**config.mk**
```make
export PLATFORM = sky130hd
export DESIGN_NAME = alu_pipe_flat
export DESIGN_NICKNAME = d
export VERILOG_FILES = /design/src/rtl/alu_pipe_if.sv /design/src/rtl/alu_pipe.sv /design/src/flat_wrapper.sv
export SDC_FILE = /design/constraint.sdc
export NUM_CORES = 1
export LEC_CHECK = 0
export CAP_MARGIN = 10
export CORE_MARGIN = 8
export CORE_UTILIZATION = 61
export DETAILED_ROUTE_END_ITERATION = 8
export PLACE_DENSITY_LB_ADDON = 0.08
export SKIP_CTS_REPAIR_TIMING = 1
export SLEW_MARGIN = 10
export SYNTH_ARGS = -nofsm -noshare
export SYNTH_HDL_FRONTEND = slang
export SYNTH_SLANG_ARGS = --single-unit
```
**constraint.sdc**
```tcl
create_clock -name clk -period 4.1 [get_ports clk]
set_clock_uncertainty 0.05 [all_clocks]
set_input_delay 1.025 -clock clk [delete_from_list [all_inputs] [get_ports clk]]
set_output_delay 1.025 -clock clk [all_outputs]
set_load 0.02 [all_outputs]
```
**src/rtl/alu_pipe_if.sv**
```systemverilog
// Issue/writeback bus for alu_pipe: valid/ready operation in, valid/ready result out.
interface alu_pipe_if #(
  parameter int unsigned WIDTH = 8
);
  logic             in_valid;
  logic             in_ready;
  logic [WIDTH-1:0] A;
  logic [WIDTH-1:0] B;
  logic [3:0]       ALUControl;
  logic             out_valid;
  logic             out_ready;
  logic [WIDTH-1:0] Result;
  logic             Zero;
  logic             Overflow;
  logic             Carry;
  logic             busy;

  // Issue/writeback side
  modport master (
    output in_valid, A, B, ALUControl, out_ready,
    input  in_ready, out_valid, Result, Zero, Overflow, Carry, busy
  );

  // ALU side
  modport slave (
    input  in_valid, A, B, ALUControl, out_ready,
    output in_ready, out_valid, Result, Zero, Overflow, Carry, busy
  );
endinterface

```
**src/rtl/alu_pipe.sv**
```systemverilog
// Handshaked ALU with registered results, one-entry output register and a
// bit-serial shift-add multiplier (one multiplier bit per cycle).
module alu_pipe #(
  parameter int unsigned WIDTH = 8
) (
  input  logic      clk,
  input  logic      rst_n,
  alu_pipe_if.slave bus
);
  localparam int unsigned SHW = $clog2(WIDTH);
  localparam int unsigned PW  = 2 * WIDTH;

  localparam logic [3:0] OP_ADD   = 4'b0000;
  localparam logic [3:0] OP_SUB   = 4'b0001;
  localparam logic [3:0] OP_AND   = 4'b0010;
  localparam logic [3:0] OP_OR    = 4'b0011;
  localparam logic [3:0] OP_XOR   = 4'b0100;
  localparam logic [3:0] OP_SLL   = 4'b0101;
  localparam logic [3:0] OP_SRL   = 4'b0110;
  localparam logic [3:0] OP_SRA   = 4'b0111;
  localparam logic [3:0] OP_INC   = 4'b1000;
  localparam logic [3:0] OP_DEC   = 4'b1001;
  localparam logic [3:0] OP_SLT   = 4'b1010;
  localparam logic [3:0] OP_SLTU  = 4'b1011;
  localparam logic [3:0] OP_MUL   = 4'b1100;
  localparam logic [3:0] OP_MULHU = 4'b1101;

  localparam logic [WIDTH-1:0] MAX_POS = {1'b0, {(WIDTH-1){1'b1}}};
  localparam logic [WIDTH-1:0] MIN_NEG = {1'b1, {(WIDTH-1){1'b0}}};

  typedef enum logic {S_IDLE = 1'b0, S_MUL = 1'b1} state_t;

  state_t           state;
  logic [SHW-1:0]   cnt;
  logic [PW-1:0]    mcand;
  logic [WIDTH-1:0] mplier;
  logic [PW-1:0]    acc;
  logic             hi_sel;

  logic             accept;
  logic             is_mul;
  logic             mul_done;
  logic             drain;
  logic [SHW-1:0]   sh;
  logic [WIDTH:0]   add_w, sub_w, inc_w, dec_w;
  logic [WIDTH-1:0] alu_res;
  logic             alu_cy, alu_ov;
  logic [PW-1:0]    addend, prod;
  logic [WIDTH-1:0] mul_res;
  logic             mul_cy;

  // Handshake qualifiers
  assign bus.in_ready = rst_n && (state == S_IDLE) && (!bus.out_valid || bus.out_ready);
  assign accept       = bus.in_valid && bus.in_ready;
  assign drain        = bus.out_valid && bus.out_ready;
  assign is_mul       = (bus.ALUControl == OP_MUL) || (bus.ALUControl == OP_MULHU);
  assign mul_done     = (state == S_MUL) && (cnt == SHW'(WIDTH - 1));
  assign bus.busy     = (state == S_MUL);

  // Shared (WIDTH+1)-bit arithmetic; bit WIDTH is carry-out or borrow
  assign sh    = bus.B[SHW-1:0];
  assign add_w = {1'b0, bus.A} + {1'b0, bus.B};
  assign sub_w = {1'b0, bus.A} - {1'b0, bus.B};
  assign inc_w = {1'b0, bus.A} + (WIDTH+1)'(1);
  assign dec_w = {1'b0, bus.A} - (WIDTH+1)'(1);

  // Single-cycle result and flags for the operand pair on the bus
  always_comb begin
    alu_res = '0;
    alu_cy  = 1'b0;
    alu_ov  = 1'b0;
    case (bus.ALUControl)
      OP_ADD: begin
        alu_res = add_w[WIDTH-1:0];
        alu_cy  = add_w[WIDTH];
        alu_ov  = (bus.A[WIDTH-1] == bus.B[WIDTH-1]) && (add_w[WIDTH-1] != bus.A[WIDTH-1]);
      end
      OP_SUB: begin
        alu_res = sub_w[WIDTH-1:0];
        alu_cy  = sub_w[WIDTH];
        alu_ov  = (bus.A[WIDTH-1] != bus.B[WIDTH-1]) && (sub_w[WIDTH-1] != bus.A[WIDTH-1]);
      end
      OP_AND:  alu_res = bus.A & bus.B;
      OP_OR:   alu_res = bus.A | bus.B;
      OP_XOR:  alu_res = bus.A ^ bus.B;
      OP_SLL:  alu_res = bus.A << sh;
      OP_SRL:  alu_res = bus.A >> sh;
      OP_SRA:  alu_res = WIDTH'($signed(bus.A) >>> sh);
      OP_INC: begin
        alu_res = inc_w[WIDTH-1:0];
        alu_cy  = inc_w[WIDTH];
        alu_ov  = (bus.A == MAX_POS);
      end
      OP_DEC: begin
        alu_res = dec_w[WIDTH-1:0];
        alu_cy  = dec_w[WIDTH];
        alu_ov  = (bus.A == MIN_NEG);
      end
      OP_SLT:  alu_res = WIDTH'($signed(bus.A) < $signed(bus.B));
      OP_SLTU: alu_res = WIDTH'(bus.A < bus.B);
      default: alu_res = '0;
    endcase
  end

  // Final multiply step folds in the last multiplier bit
  assign addend  = mplier[0] ? mcand : '0;
  assign prod    = acc + addend;
  assign mul_res = hi_sel ? prod[PW-1:WIDTH] : prod[WIDTH-1:0];
  assign mul_cy  = !hi_sel && (|prod[PW-1:WIDTH]);

  // Control FSM, multiplier datapath and output register
  always_ff @(posedge clk or negedge rst_n) begin
    if (!rst_n) begin
      state        <= S_IDLE;
      cnt          <= '0;
      mcand        <= '0;
      mplier       <= '0;
      acc          <= '0;
      hi_sel       <= 1'b0;
      bus.out_valid <= 1'b0;
      bus.Result   <= '0;
      bus.Zero     <= 1'b0;
      bus.Overflow <= 1'b0;
      bus.Carry    <= 1'b0;
    end else begin
      if (drain) bus.out_valid <= 1'b0;
      case (state)
        S_IDLE: begin
          if (accept) begin
            if (is_mul) begin
              state  <= S_MUL;
              mcand  <= {{WIDTH{1'b0}}, bus.A};
              mplier <= bus.B;
              acc    <= '0;
              cnt    <= '0;
              hi_sel <= (bus.ALUControl == OP_MULHU);
            end else begin
              bus.out_valid <= 1'b1;
              bus.Result    <= alu_res;
              bus.Zero      <= (alu_res == '0);
              bus.Overflow  <= alu_ov;
              bus.Carry     <= alu_cy;
            end
          end
        end
        S_MUL: begin
          acc    <= prod;
          mcand  <= mcand << 1;
          mplier <= mplier >> 1;
          cnt    <= cnt + SHW'(1);
          if (mul_done) begin
            state         <= S_IDLE;
            cnt           <= '0;
            bus.out_valid <= 1'b1;
            bus.Result    <= mul_res;
            bus.Zero      <= (mul_res == '0);
            bus.Overflow  <= 1'b0;
            bus.Carry     <= mul_cy;
          end
        end
        default: state <= S_IDLE;
      endcase
    end
  end
endmodule
```
**src/flat_wrapper.sv**
```systemverilog
// flat-port wrapper written by rule: the top's interface ports become plain ports
module alu_pipe_flat 
#(
  parameter int unsigned WIDTH = 8
)
  (clk, rst_n, bus_in_valid, bus_A, bus_B, bus_ALUControl, bus_out_ready, bus_in_ready, bus_out_valid, bus_Result, bus_Zero, bus_Overflow, bus_Carry, bus_busy);
  alu_pipe_if #(.WIDTH(WIDTH)) bus_i ();
  input  logic clk;
  input  logic rst_n;
  input wire logic [$bits(bus_i.in_valid)-1:0] bus_in_valid;
  input wire logic [$bits(bus_i.A)-1:0] bus_A;
  input wire logic [$bits(bus_i.B)-1:0] bus_B;
  input wire logic [$bits(bus_i.ALUControl)-1:0] bus_ALUControl;
  input wire logic [$bits(bus_i.out_ready)-1:0] bus_out_ready;
  output wire logic [$bits(bus_i.in_ready)-1:0] bus_in_ready;
  output wire logic [$bits(bus_i.out_valid)-1:0] bus_out_valid;
  output wire logic [$bits(bus_i.Result)-1:0] bus_Result;
  output wire logic [$bits(bus_i.Zero)-1:0] bus_Zero;
  output wire logic [$bits(bus_i.Overflow)-1:0] bus_Overflow;
  output wire logic [$bits(bus_i.Carry)-1:0] bus_Carry;
  output wire logic [$bits(bus_i.busy)-1:0] bus_busy;
  assign bus_i.in_valid = bus_in_valid;
  assign bus_i.A = bus_A;
  assign bus_i.B = bus_B;
  assign bus_i.ALUControl = bus_ALUControl;
  assign bus_i.out_ready = bus_out_ready;
  assign bus_in_ready = bus_i.in_ready;
  assign bus_out_valid = bus_i.out_valid;
  assign bus_Result = bus_i.Result;
  assign bus_Zero = bus_i.Zero;
  assign bus_Overflow = bus_i.Overflow;
  assign bus_Carry = bus_i.Carry;
  assign bus_busy = bus_i.busy;
  alu_pipe #(.WIDTH(WIDTH)) u_core (.clk(clk), .rst_n(rst_n), .bus(bus_i));
endmodule
```
# ---- Word level (Yosys, flattened, before mapping)
# Cells that the tools add are included.
dict set report classes {
  mux 43
  n_reduce_logical 19
  n_lt_le_gt_ge 2
  shift 3
  n_addsub 6
  eq_ne 24
  bitwise_logic 4
}
# op count
set op_table {}
lappend op_table {{8-bit case mux with 12 select lines} 1}
lappend op_table {{16-bit two-way mux} 5}
lappend op_table {{16-bit case mux with 2 select lines} 2}
lappend op_table {{8-bit two-way mux} 6}
lappend op_table {{8-bit case mux with 2 select lines} 2}
lappend op_table {{4-bit equality test (second input constant)} 6}
lappend op_table {{16-bit adder} 1}
lappend op_table {{4-bit by 3-bit equality test with 1-bit output (second input constant)} 4}
lappend op_table {{8-bit zero test} 2}
lappend op_table {{8-bit less-than comparator} 2}
lappend op_table {{1-bit two-way mux} 16}
lappend op_table {{1-bit case mux with 2 select lines} 5}
lappend op_table {{8-bit by 1-bit adder with 9-bit output (second input constant)} 1}
lappend op_table {{8-bit by 8-bit adder with 9-bit output} 1}
lappend op_table {{3-bit two-way mux} 3}
lappend op_table {{8-bit by 1-bit subtractor with 9-bit output (second input constant)} 1}
lappend op_table {{8-bit by 8-bit subtractor with 9-bit output} 1}
lappend op_table {{8-bit AND} 1}
lappend op_table {{4-bit by 2-bit equality test with 1-bit output (second input constant)} 2}
lappend op_table {{8-bit by 7-bit equality test with 1-bit output (second input constant)} 1}
lappend op_table {{8-bit equality test (second input constant)} 1}
lappend op_table {{1-bit logical AND} 8}
lappend op_table {{8-bit OR} 1}
lappend op_table {{1-bit case mux with 4 select lines} 2}
lappend op_table {{other kinds (19)} 26}
dict set report totals {
  wordCells 112
  reg_bits 57
  output_inout_bits 14
  input_bits 24
}

# ---- Depth between registers and ports, before layout
# Gate-level depths: netlist (run 1).
dict set report depth {
  depth_word 7
  depth_mapped 13
}

# ---- Worst setup path before layout (run 1)
# OpenSTA, ideal clock, no wires.
dict set report synth_timing {
  path_kind {input-to-reg}
  start {input port bus_A[2]}
  end {register u_core.bus.Zero}
  path_stages 13
  setup_time_ns 0.110
  t_required_ns 3.940
  setup_slack_ns 0.234
  arrival_ns 3.706
  path_cell_list {clkbuf_1 inv_1 ha_1 clkbuf_1 nor3_1 a2111oi_0 o21bai_1 a21o_1 nand3_1 o21ai_0 or3_1 o41a_1 o41ai_1}
}
dict set report synth_via {
  elab_chain_cells 6
  word_cells_on_any_way 17
  classes_between {add/sub (4); order compare (2); shift (3); mux (4); bitwise (3); reduce/logical (1)}
}
# element line
set synth_lines {}
lappend synth_lines {{start, declared} flat_wrapper.sv:11} ;# input wire logic [$bits(bus_i.A)-1:0] bus_A;
lappend synth_lines {{8-bit by 1-bit subtractor with 9-bit output (tied with other cells)} alu_pipe.sv:65} ;# assign dec_w = {1'b0, bus.A} - (WIDTH+1)'(1);
lappend synth_lines {{8-bit case mux with 12 select lines (*)} alu_pipe.sv:72} ;# case (bus.ALUControl)
lappend synth_lines {{8-bit zero test (*)} alu_pipe.sv:140} ;# bus.Zero <= (alu_res == '0);
lappend synth_lines {{1-bit two-way mux (*)} alu_pipe.sv:130} ;# if (is_mul) begin
lappend synth_lines {{1-bit two-way mux (*)} alu_pipe.sv:129} ;# if (accept) begin
lappend synth_lines {{1-bit case mux with 2 select lines (*)} alu_pipe.sv:127} ;# case (state)
lappend synth_lines {{end signal, assigned} alu_pipe.sv:140}
lappend synth_lines {{end signal, assigned} alu_pipe.sv:156} ;# bus.Zero <= (mul_res == '0);
lappend synth_lines {{end, declared} alu_pipe_if.sv:27} ;# output in_ready, out_valid, Result, Zero, Overflow, Carry, busy
# Mark *: on every way between the ends. The rest lies on a longest branch, timed or not. The select of a mux whose other input is x is not followed.
# A chain may end at the register's enable or synchronous reset.

# ---- Worst setup path in the final report (run 1)
dict set report layout_timing {
  start {input port bus_B[0]}
  end {register u_core.bus.Zero}
}
dict set report layout_via {
  elab_chain_cells 6
  word_cells_on_any_way 15
  classes_between {add/sub (2); order compare (2); shift (3); mux (4); bitwise (3); reduce/logical (1)}
}
# element line
set layout_lines {}
lappend layout_lines {{start, declared} flat_wrapper.sv:12} ;# input wire logic [$bits(bus_i.B)-1:0] bus_B;
lappend layout_lines {{8-bit by 8-bit subtractor with 9-bit output (tied with other cells)} alu_pipe.sv:63} ;# assign sub_w = {1'b0, bus.A} - {1'b0, bus.B};
lappend layout_lines {{8-bit case mux with 12 select lines (*)} alu_pipe.sv:72}
lappend layout_lines {{8-bit zero test (*)} alu_pipe.sv:140}
lappend layout_lines {{1-bit two-way mux (*)} alu_pipe.sv:130}
lappend layout_lines {{1-bit two-way mux (*)} alu_pipe.sv:129}
lappend layout_lines {{1-bit case mux with 2 select lines (*)} alu_pipe.sv:127}
# Marks and branches as above.

==> results of run 1 <==
[synth_stat cells (15+ instances only)]
library cell,n
nand2_1,114
a21oi_1,55
dfrtp_1,57
o21ai_0,72
nand3_1,19
clkbuf_1,44
nor2_1,58
ha_1,46
inv_1,25
xnor2_1,15
nor3_1,15
and2_1,17
[metrics by stage]
step	TNS, ns	worst slack (ns)
after global placement	-0.215	-0.215
final	0	0.148
after global routing	0	0.0186
after floorplan	0	0.234
after CTS	0	0.0708
after detailed placement	-0.284	-0.265
[how the worst min path moves through the flow]
stage	start	endpoint	slack, ns
2_1_floorplan	u_core.mplier[1]$_DFFE_PN0P_	u_core.mplier[0]$_DFFE_PN0P_	0.40
3_3_place_gp	u_core.bus.Result[2]$_DFFE_PN0P_	u_core.bus.Result[2]$_DFFE_PN0P_	0.40
3_5_place_dp	u_core.bus.Result[2]$_DFFE_PN0P_	u_core.bus.Result[2]$_DFFE_PN0P_	0.42
4_1_cts	u_core.bus.Result[2]$_DFFE_PN0P_	u_core.bus.Result[2]$_DFFE_PN0P_	0.44
5_1_grt	u_core.bus.Result[4]$_DFFE_PN0P_	u_core.bus.Result[4]$_DFFE_PN0P_	0.47
6_report	u_core.bus.Result[4]$_DFFE_PN0P_	u_core.bus.Result[4]$_DFFE_PN0P_	0.44
[final cells by class]
cell class / count / area share, %
flip-flops and latches: 57 / 20.9
clock buffers: 11 / 2.07
well taps: 111 / 2.03
clock inverters: 5 / 0.805
inverters: 29 / 1.59
multi-input cells: 600 / 56.7
repair buffers: 128 / 15.9
[sequential cells by signal, indices dropped and copies added (netlist names)]
register and flops:
u_core.bus.busy 1, u_core.bus.Zero 1, u_core.mcand 16, u_core.bus.Result 8, u_core.bus.out_valid 1, u_core.acc 16, u_core.cnt 3, u_core.bus.Carry 1
u_core.bus.Overflow 1, u_core.mplier 8, u_core.hi_sel 1
[cell families (layout without fill, tap and decap cells)]
logic type      after synthesis  in the layout  share of synthesized area (%)
simple gates                282            282                           23.7
fa+ha+maj                    49             49                           11.3
flops                        57             57                           25.5
xor+xnor                     26             26                           4.07
compound gates              221            221                           24.7
mux                          22             22                           5.09
buf+inv                      81            173                           5.63
[per-layer routing]
metal	part of all wire (%)	track usage, %
met3	5.2	3.52
met4	5.7	18.6
met2	50	52.3
met5	0	0
met1	39	33.3
[worst max-delay path, cell delays in order]
cell and delay, ns:
clkdlybuf4s50_1 0.51, buf_4 0.20, mux4_2 0.50, nor2b_1 0.14, o32a_1 0.35, a2111oi_2 0.28
o211ai_1 0.17, or4_1 0.56, o41a_1 0.33, o41ai_1 0.07
[power groups by stage]
| stage | combinational (mW) | clock, mW | sequential (mW) |
|---|---|---|---|
| 5_1_grt | 1.59 | 0.549 | 0.962 |
| 3_3_place_gp | 1.36 | 0 | 0.929 |
| 4_1_cts | 1.43 | 0.525 | 0.939 |
| 3_5_place_dp | 1.41 | 0 | 0.943 |
| 2_1_floorplan | 0.877 | 0 | 0.947 |
| 6_report | 1.46 | 0.523 | 0.946 |
==> flow_summary.json, run 1 <==
{
  "syn_nets": 811,
  "clk_pin_slew_ns": 0.07,
  "grt_first_pass_wirelength_um": 29800,
  "critPathKind": "in -> reg",
  "crit_arrival_ns": 4.13,
  "ys_seq_area_share_pct": 25.5,
  "reg2reg_slack_ns": 0.28,
  "portBuffers": 37,
  "multi_input_area_um2": 3880,
  "ys_types": 66,
  "async_flop_share_pct": 100,
  "fillers": 683,
  "clockRootBuffer": "clkbuf_8",
  "nNetsFinal": 898,
  "hold_depth": 2,
  "p_clk_share_pct": 17.9,
  "timing.critical_path.from": "bus_B[0]",
  "utilization_pct": 75.4,
  "synth_cells": 738,
  "stdcell_count": 941,
  "placed_cell_area_um2": 6630,
  "cp_max_fo": 8,
  "tightestPinTransition_ns": 0.759,
  "critPathLaunchType": "input port",
  "synth.area.top_cells": "dfrtp_1 (25%), ha_1 (10%), nand2_1 (7.6%), o21ai_0 (6.4%), a21oi_1 (4.9%)",
  "most-common-layout-cells": "nand2_1 (114), buf_4 (88), o21ai_0 (71)",
  "placementRows": 35,
  "r2r-start": "u_core.mcand[0]$_DFFE_PN0P_",
  "clockBufferDepth": 2,
  "comb_power_share_pct": 49.8,
  "synth_area_leader_cell": "dfrtp_1",
  "clock.fmax_mhz": 253,
  "final_common_cell": "nand2_1",
  "fin_crit_ns": 3.95,
  "reg2reg_depth": 12,
  "grt_usage_pct": 29.6,
  "hold_viol": 0,
  "internal-power_mw": 1.66,
  "setup_violations": 0,
  "hold_class": "reg -> reg",
  "irDropWorstVdd_uv": 350,
  "synth-warning-count": 0,
  "core_region_area_um2": 9060,
  "cp-endpoint": "u_core.bus.Zero$_DFFE_PN0P_",
  "reg2reg_to": "u_core.bus.Zero$_DFFE_PN0P_",
  "synthFlopType": "dfrtp_1",
  "final_layout_size_suffix_gt1_share_pct": 15.3,
  "p_leak_nw": 3.16,
  "netlist_area_um2": 5600,
  "wirelength_um": 18600,
  "seqPwrFrac_pct": 32.3,
  "cts_tree": "built",
  "yosysTopAreaCellShare_pct": 25.5,
  "grt_pass1_vias": 5883,
  "gr-total-overflow": 0,
  "p_total_mw": 2.93,
  "antenna_found_initial": 0,
  "synth-edff-count": 0,
  "initial_core_util_pct": 61.8,
  "endpoint_kind": "flip-flop",
  "die_h_um": 112,
  "p_sw_mw": 1.27,
  "io_pins": 38,
  "vias": 6011,
  "cts_inserted_buffers": 9,
  "hold_slack_ns": 0.440,
  "vias_per_cell": 6.39,
  "drc": 0,
  "cts_sinks": 57,
  "final_antenna_net_count": 0,
  "die_w_um": 112,
  "final_area_um2": 6840,
  "postSynthAreaPerCell_um2": 7.59,
  "cp.required_ns": 4.27,
  "routedWlPerCell_um": 19.8,
  "cap_viol_max_count": 0,
  "die_area_um2": 12500,
  "maxSlewViolCount": 0,
  "dr.pass1.iters": 6,
  "drt_iter0_markers": 553,
  "num_antenna_cells": 0,
  "outcome": "finished clean",
  "hpwl_um": 14400,
  "relSlewSlack_pct": 48.9,
  "ys_ff_latch": 57,
  "routabilityCongestion": 1.02,
  "power.share.switching_pct": 43.2,
  "post-route-period-util_pct": 96.4,
  "power_density_nw_per_um2": 428,
  "htreeDepth": 3,
  "dp_cells": 925,
  "area_growth_pct": 22.1,
  "grt_start_max_net_pins": 63,
  "regArea_um2": 1430,
  "worstSkewPairLatency_ns": 0.34,
  "rsz0062_at_grt": "false"
}
(Power assumes the default switching activity.)
==> run 2: changes to the inputs <==
- CORE_UTILIZATION: 61 -> 42
- TNS_END_PERCENT: unset -> 1
==> flow_summary.json, run 2 (synthesis gave the netlist of run 1 again) <==
{
  "grt_start_max_net_pins": 84,
  "hpwl_um": 14700,
  "grt_first_pass_wirelength_um": 30100,
  "dp_cells": 977,
  "p_clk_share_pct": 25.2,
  "critical_path.cell_chain": "clkdlybuf4s50_1, inv_1, fa_1, nand2b_1, a21oi_1, o22ai_1, xnor2_1, o221ai_1, a211o_1, or4_1, o41a_1, o41ai_1",
  "core_region_area_um2": 13100,
  "power.share.switching_pct": 40.1,
  "clockRootBuffer": "clkbuf_16",
  "dr_wl_met2_um": 8420,
  "clock.fmax_mhz": 252,
  "num_antenna_cells": 0,
  "irDropWorstVdd_uv": 202,
  "worstSkewPairLatency_ns": 0.34,
  "comb_power_share_pct": 45.1,
  "seqPwrFrac_pct": 29.8,
  "power_density_nw_per_um2": 457,
  "vias": 5643,
  "endpoint_kind": "flip-flop",
  "hold_depth": 2,
  "io_pins": 38,
  "internal-power_mw": 1.89,
  "crit_arrival_ns": 4.12,
  "placementRows": 42,
  "p_leak_nw": 3.15,
  "worstHoldStart": "u_core.bus.Overflow$_DFFE_PN0P_",
  "grt_pass1_vias": 5523,
  "portBuffers": 37,
  "reg2reg_to": "u_core.bus.Zero$_DFFE_PN0P_",
  "die_area_um2": 17300,
  "antenna_found_initial": 1,
  "maxSlewViolCount": 0,
  "cts_inserted_buffers": 9,
  "cts_tree": "built",
  "routedWlPerCell_um": 18.7,
  "initial_core_util_pct": 42.6,
  "clk_pin_slew_ns": 0.05,
  "htreeDepth": 3,
  "die_w_um": 131,
  "routabilityCongestion": 0.942,
  "outcome": "finished clean",
  "area_growth_pct": 23.4,
  "gr-total-overflow": 0,
  "cp_max_fo": 5,
  "setup_violations": 0,
  "stdcell_count": 993,
  "reg2reg_depth": 12,
  "nNetsFinal": 885,
  "fin_crit_ns": 3.96,
  "cp.required_ns": 4.26,
  "drc": 0,
  "utilization_pct": 52.6,
  "fillers": 1276,
  "reg2reg_slack_ns": 0.32,
  "r2r-start": "u_core.mcand[0]$_DFFE_PN0P_",
  "rsz0062_at_grt": "false",
  "final_antenna_net_count": 0,
  "wl_met1_um": 8620,
  "cp_slowest_cell": "clkdlybuf4s50_1",
  "tightestPinTransition_ns": 0.878,
  "cp_top_family": "compound AO/OA/AOI/OAI gates",
  "most-common-layout-cells": "nand2_1 (114), buf_4 (76), o21ai_0 (71)",
  "drt_iter0_markers": 407,
  "min_to": "u_core.bus.Overflow$_DFFE_PN0P_",
  "worst_path_largest_cell_delay_ns": 0.56,
  "vias_per_cell": 5.68,
  "relSlewSlack_pct": 41.5,
  "reg_top3": "u_core.acc (16), u_core.mcand (16)",
  "critPathKind": "in -> reg",
  "dr.pass1.iters": 5,
  "grt_usage_pct": 21.5,
  "topRoutingLayerUsed": "met5",
  "final_layout_size_suffix_gt1_share_pct": 14.3,
  "clockBufferDepth": 2,
  "cts_sinks": 57,
  "routed-wl-met3_um": 909,
  "hold_viol": 0,
  "hold_class": "reg -> reg",
  "final_common_cell": "nand2_1",
  "post-route-period-util_pct": 96.7,
  "die_h_um": 131,
  "cap_viol_max_count": 0,
  "crit_buf_inv": 2,
  "wirelength_um": 18500,
  "critPathLaunchType": "input port",
  "p_sw_mw": 1.27
}
[run 2: per-stage QoR]
step / TNS [ns] / hold slack (ns) / cell area (um^2) / setup slack [ns] / total power [mW]
4_1_cts: 0 / 0.436 / 6890 / 0.0640 / 3.18
2_1_floorplan: 0 / 0.403 / 5600 / 0.234 / 1.82
3_3_place_gp: -0.210 / 0.408 / 6570 / -0.210 / 2.34
5_1_grt: 0 / 0.455 / 6910 / 0.0117 / 3.39
3_5_place_dp: -0.284 / 0.425 / 6570 / -0.284 / 2.37
6_report: 0 / 0.430 / 6910 / 0.137 / 3.16
[run 2: worst reg2reg max path: cells and delay by family (launching register included)]
| family | cells | cell delay (ns) |
|---|---|---|
| AO/OA/AOI/OAI | 7 | 1.99 |
| AND/OR/NAND/NOR | 3 | 0.61 |
| flip-flops | 1 | 0.39 |
| adder cells (fa/ha/maj) | 2 | 0.61 |
[run 2: worst max path at each step]
stage / from / end / cells after the start
after floorplan: bus_A[2] / u_core.bus.Zero$_DFFE_PN0P_ / 13
after global placement: bus_B[0] / u_core.bus.Zero$_DFFE_PN0P_ / 12
after detailed placement: bus_B[0] / u_core.bus.Zero$_DFFE_PN0P_ / 12
after CTS: bus_B[0] / u_core.bus.Zero$_DFFE_PN0P_ / 12
after global routing: bus_A[3] / u_core.bus.Zero$_DFFE_PN0P_ / 13
final: bus_B[1] / u_core.bus.Zero$_DFFE_PN0P_ / 12
[run 2: metal layers]
metal,up-vias,GRT usage [%]
met5,-,0
met4,2,8.23
met3,37,4.27
met2,165,33.7
met1,2649,28.7
li1,2790,-
[run 2: final cells by class]
cell class	count	area (um^2)	area share, %
clock inverter	6	82.6	1.19
sequential	57	1430	20.7
timing repair buffer	115	963	13.9
tap	176	220	3.19
clock buffer	10	229	3.31
inverter	29	109	1.57
multi-input combinational	600	3880	56.1
[run 2: power by group through the flow]
stage          registers (mW)  logic (mW)  clock network [mW]
2_1_floorplan           0.947       0.877                   0
3_3_place_gp            0.936        1.40                   0
3_5_place_dp            0.951        1.42                   0
4_1_cts                 0.941        1.42               0.810
5_1_grt                 0.971        1.58               0.840
6_report                0.939        1.42               0.795
==> run 3: changes to the inputs <==
- CORE_MARGIN: 8 -> 2
==> flow_summary.json, run 3 (synthesis gave the netlist of run 1 again) <==
{
  "reg2reg_to": "u_core.bus.Zero$_DFFE_PN0P_",
  "vias_per_cell": 5.66,
  "fin_crit_ns": 3.96,
  "final_layout_size_suffix_gt1_share_pct": 14.2,
  "grt_usage_pct": 26.5,
  "hold_class": "reg -> reg",
  "final_area_um2": 6910,
  "p_total_mw": 3.05,
  "reg_top3": "u_core.acc (16), u_core.mcand (16)",
  "hold_slack_ns": 0.431,
  "vias": 5610,
  "portBuffers": 37,
  "crit_arrival_ns": 4.14,
  "dr.pass1.iters": 5,
  "critPathLaunchType": "input port",
  "crit_buf_inv": 4,
  "worstSkewPairLatency_ns": 0.34,
  "maxSlewViolCount": 0,
  "grt_pass1_vias": 5491,
  "endpoint_kind": "flip-flop",
  "drt_iter0_markers": 509,
  "final_common_cell": "nand2_1",
  "relSlewSlack_pct": 45.3,
  "cts_sinks": 57,
  "hold_viol": 0,
  "drc": 0,
  "critPathKind": "in -> reg",
  "nNetsFinal": 883,
  "routedWlPerCell_um": 18.4,
  "power_density_nw_per_um2": 442,
  "clockRootBuffer": "clkbuf_16",
  "fin_setup_tns_ns": 0,
  "reg2reg_slack_ns": 0.33,
  "cp_slowest_cell": "or4_1",
  "core_region_area_um2": 13100,
  "crit_top_cell": "inv_1",
  "irDropWorstVdd_uv": 276,
  "gr-total-overflow": 0,
  "placed_cell_area_um2": 6600,
  "critical_path.cell_chain": "clkdlybuf4s50_1, inv_1, ha_1, inv_1, fa_1, nand2b_1, buf_4, nand3_1, a21oi_2, o21bai_1, o2111ai_1, o211ai_1, or4_1, o41a_1, o41ai_1",
  "most-common-layout-cells": "nand2_1 (114), buf_4 (72), o21ai_0 (71)",
  "post-route-period-util_pct": 96.7,
  "final_antenna_net_count": 0,
  "cts_inserted_buffers": 9,
  "antenna_found_initial": 0,
  "htreeDepth": 3,
  "r2r-start": "u_core.mplier[0]$_DFFE_PN0P_",
  "cp.required_ns": 4.28,
  "cts_tree": "built",
  "tightestPinTransition_ns": 0.820,
  "grt_first_pass_wirelength_um": 29600,
  "clockBufferDepth": 2,
  "timing.critical_path.from": "bus_A[0]",
  "worst_path_largest_cell_delay_ns": 0.54,
  "initial_core_util_pct": 42.6,
  "io_pins": 38,
  "num_antenna_cells": 0,
  "p_leak_nw": 3.11,
  "die_w_um": 119,
  "cp_max_fo": 4,
  "cap_viol_max_count": 0,
  "setup_violations": 0,
  "area_growth_pct": 23.3,
  "routabilityCongestion": 1.01,
  "clock.fmax_mhz": 252,
  "cp-endpoint": "u_core.bus.Zero$_DFFE_PN0P_",
  "cp_top_family": "compound AO/OA/AOI/OAI gates",
  "outcome": "finished clean",
  "die_h_um": 119,
  "reg2reg_depth": 12,
  "cp_num_cells": 15,
  "hpwl_um": 14200,
  "rsz0062_at_grt": "false",
  "placementRows": 42,
  "grt_start_max_net_pins": 85,
  "clk_pin_slew_ns": 0.05,
  "wirelength_um": 18200,
  "die_area_um2": 14300
}
run 3: cell types whose count changed in the layout (fill, tap and decap cells not counted), moves of 2 or more:
| cell | delta |
|---|---|
| bufinv_16 | -2 |
| buf_12 | +3 |
| dlymetal6s2s_1 | -2 |
| clkinvlp_4 | +2 |
| buf_4 | -4 |
| ha_2 | -2 |
| a21oi_1 | -2 |
| ha_1 | +2 |
| clkdlybuf4s50_1 | +2 |
| a21oi_2 | +2 |
run 3: how the worst min path moves through the flow:
stage                                     start                               end  slack, ns  cells after the start
2_1_floorplan      u_core.mplier[1]$_DFFE_PN0P_      u_core.mplier[0]$_DFFE_PN0P_       0.40                      2
3_3_place_gp   u_core.bus.Result[2]$_DFFE_PN0P_  u_core.bus.Result[2]$_DFFE_PN0P_       0.41                      2
3_5_place_dp   u_core.bus.Result[2]$_DFFE_PN0P_  u_core.bus.Result[2]$_DFFE_PN0P_       0.42                      2
4_1_cts        u_core.bus.Result[2]$_DFFE_PN0P_  u_core.bus.Result[2]$_DFFE_PN0P_       0.43                      2
5_1_grt        u_core.bus.Result[2]$_DFFE_PN0P_  u_core.bus.Result[2]$_DFFE_PN0P_       0.45                      2
6_report       u_core.bus.Result[3]$_DFFE_PN0P_  u_core.bus.Result[3]$_DFFE_PN0P_       0.43                      2
run 3: worst register-to-register path, delay by kind of cell, from the launching register on:
kind	cells	cell delay (ns)
buf+inv	1	0.18
simple gates	3	0.62
flops	1	0.38
fa+ha+maj	1	0.44
compound gates	7	1.97
run 3: per-layer routing:
| layer | global-route usage (%) | vias up | routed length (um) |
|---|---|---|---|
| li1 | - | 2785 | - |
| met1 | 35.4 | 2629 | 8400 |
| met2 | 42.2 | 155 | 8360 |
| met3 | 4.12 | 41 | 722 |
| met4 | 11.7 | 0 | 756 |
| met5 | 0 | - | 0 |
run 3: final cells by class:
| class | count | area (um^2) |
|---|---|---|
| Fill cell | 1273 | 6230 |
| Multi-Input combinational cell | 600 | 3900 |
| Sequential cell | 57 | 1430 |
| Timing Repair Buffer | 113 | 977 |
| Clock buffer | 9 | 225 |
| Tap cell | 176 | 220 |
| Inverter | 29 | 109 |
| Clock inverter | 7 | 46.3 |
run 3: report_power, final:
group	total, mW	internal [mW]	switching [mW]
clock	0.692	0.406	0.285
combinational	1.43	0.587	0.842
sequential	0.932	0.777	0.154
run 3: metrics by stage:
step / std cells / worst slack (ns) / utilization (%)
detailed placement: 975 / -0.399 / 50.2
CTS: 991 / -0.0533 / 52.3
floorplan: 738 / 0.234 / -
global placement: 975 / -0.361 / 50.2
global route: 991 / 0.0127 / 52.6
finish: 991 / 0.137 / 52.6
==> RTL edit: new RTL, flow settings as in run 1 <==
Make the reset (`rst_n`) synchronous in one clocked block.
--- a/src/rtl/alu_pipe.sv
+++ b/src/rtl/alu_pipe.sv
@@ -109,7 +109,7 @@
   assign mul_cy  = !hi_sel && (|prod[PW-1:WIDTH]);
 
   // Control FSM, multiplier datapath and output register
-  always_ff @(posedge clk or negedge rst_n) begin
+  always_ff @(posedge clk) begin
     if (!rst_n) begin
       state        <= S_IDLE;
       cnt          <= '0;
Behaviour: differs if rst_n is asserted again (counterexample within 4 cycles, from zero or initial values and one cycle with rst_n low); with rst_n held inactive, the same outputs for 4 cycles.
==> RTL edit against run 1 <==
- worst hold slack lost 0.018 ns
- cell area shrank 3.5%
- setup slack gained 0.15 ns
- critical path depth is the same
- final cell count shrank 0.43%
- count of clock-buffer cells in the layout shrank 2
- sequential cell count is the same
- routed wire length grew 8.1%
- critical endpoint is now u_core.bus.Result[5]
- synthesized area grew 4.7%
Power is not compared: it rests on default switching activity, and its combinational part moved more than twofold at a synthesized area within 25%.
==> RTL edit: results (changes against run 1) <==
| Metric | Value |
|---|---|
| Async S/R FF share, synth | 0% (-100 points) |
| Outcome | finished clean |
| Multi-input gates | 631 (+5.2%) |
| Synthesized instance count | 775 (+5.0%) |
| Finished Core Util | 71.09% (-4.3 points) |
| Number of buffers other than clock buffers in the final layout | 71 (-45%) |
| Pin count of the biggest net entering global routing | 62 (-1.6%) |
| Area fraction in compound gates after synthesis | 29.29% (+4.6 points) |
| Endpoint of the most critical register-to-register path | u_core.bus.Zero |
| GRT Util Overall | 30.43% (+0.84 points) |
| Post-Syn Nets | 848 (+4.6%) |
| Parity-gate share of the synthesized area counting xor and xnor cells | 1.942% (-2.1 points) |
| Number of global-route vias before repair | 5,763 (-2.0%) |
| Hold_ws | 0.4217 ns (-0.01807 ns) |
| Worst r2r src | u_core.mplier[0] |
| Cells after DPL | 921 (-0.43%) |
| Area of placed instances | 6422 um^2 (-3.1%) |
| Count of distinct cell types in the synthesized netlist | 85 (+29%) |
| Clock buffers | 9 (-2) |
| First-iteration detailed-routing DRC count | 836 (+51%) |
| Sequential cell count | 57 (unchanged) |
| Arrival time of the worst setup path | 4.01 ns (-0.12 ns) |
| Critical-path maximum fanout | 9 (+1) |
| Final cell count without fillers | 937 (-0.43%) |
| Total wire length after detailed routing | 20,130 um (+8.1%) |
| Final HPWL from detailed placement | 15,160 um (+5.2%) |
| Worst reg2reg path depth | 11 (-1) |
| Wire length on met3 | 2552 um (+160%) |
| Worst Hold Launch | u_core.mplier[1] |
| Global-route wire length before repair | 31,130 um (+4.5%) |
| Ranking of synthesized cells by area | sky130_fd_sc_hd__dfxtp_1 19%, sky130_fd_sc_hd__ha_1 9.8%, sky130_fd_sc_hd__a21oi_1 4.1% |
| Critical path destination | u_core.bus.Result[5] |
| Number of filler cells placed in the layout | 768 (+12%) |
| R2r setup slk | 0.49 ns (+0.21 ns) |
| Final critical-path share of the clock period | 92.61% (-3.8 points) |
| Multi-input combinational area share | 65.95% (+9.3 points) |
| Number of iterations in the first detailed-routing pass | 8 (+2) |
| Met1 capacity usage during global routing | 42.14% (+8.9 points) |
| Last weighted congestion value of the routability-driven placer | 1.117 (+9.0%) |
| Fraction of area in clock buffers and inverters | 2.692% (-0.18 points) |
| Area taken by flip-flops and latches | 1141 um^2 (-20%) |
| Pre-CTS setup slack | 0.05132 ns (+0.3160 ns) |
[RTL edit: cell count changes in the layout (fill, tap and decap cells not counted), sizes merged, moves of 10 or more]
cell           run 1  this run
nor2              58        47
and2              17        27
nand2            114        64
buf               92        34
a21boi             1        24
and3               8        25
o21ai             72        35
dfrtp             57         0
nor2b              9        38
a22oi              0        23
dfxtp              0        57
[RTL edit: worst max-delay path, stage by stage]
cell                              delay, ns
sky130_fd_sc_hd__clkdlybuf4s50_1       0.71
sky130_fd_sc_hd__inv_1                 0.18
sky130_fd_sc_hd__ha_1                  0.34
sky130_fd_sc_hd__a21o_1                0.16
sky130_fd_sc_hd__a21oi_1               0.29
sky130_fd_sc_hd__o21ai_0               0.27
sky130_fd_sc_hd__o221a_2               0.34
sky130_fd_sc_hd__o2111ai_1             0.37
sky130_fd_sc_hd__nor2_1                0.10
sky130_fd_sc_hd__o31ai_1               0.21
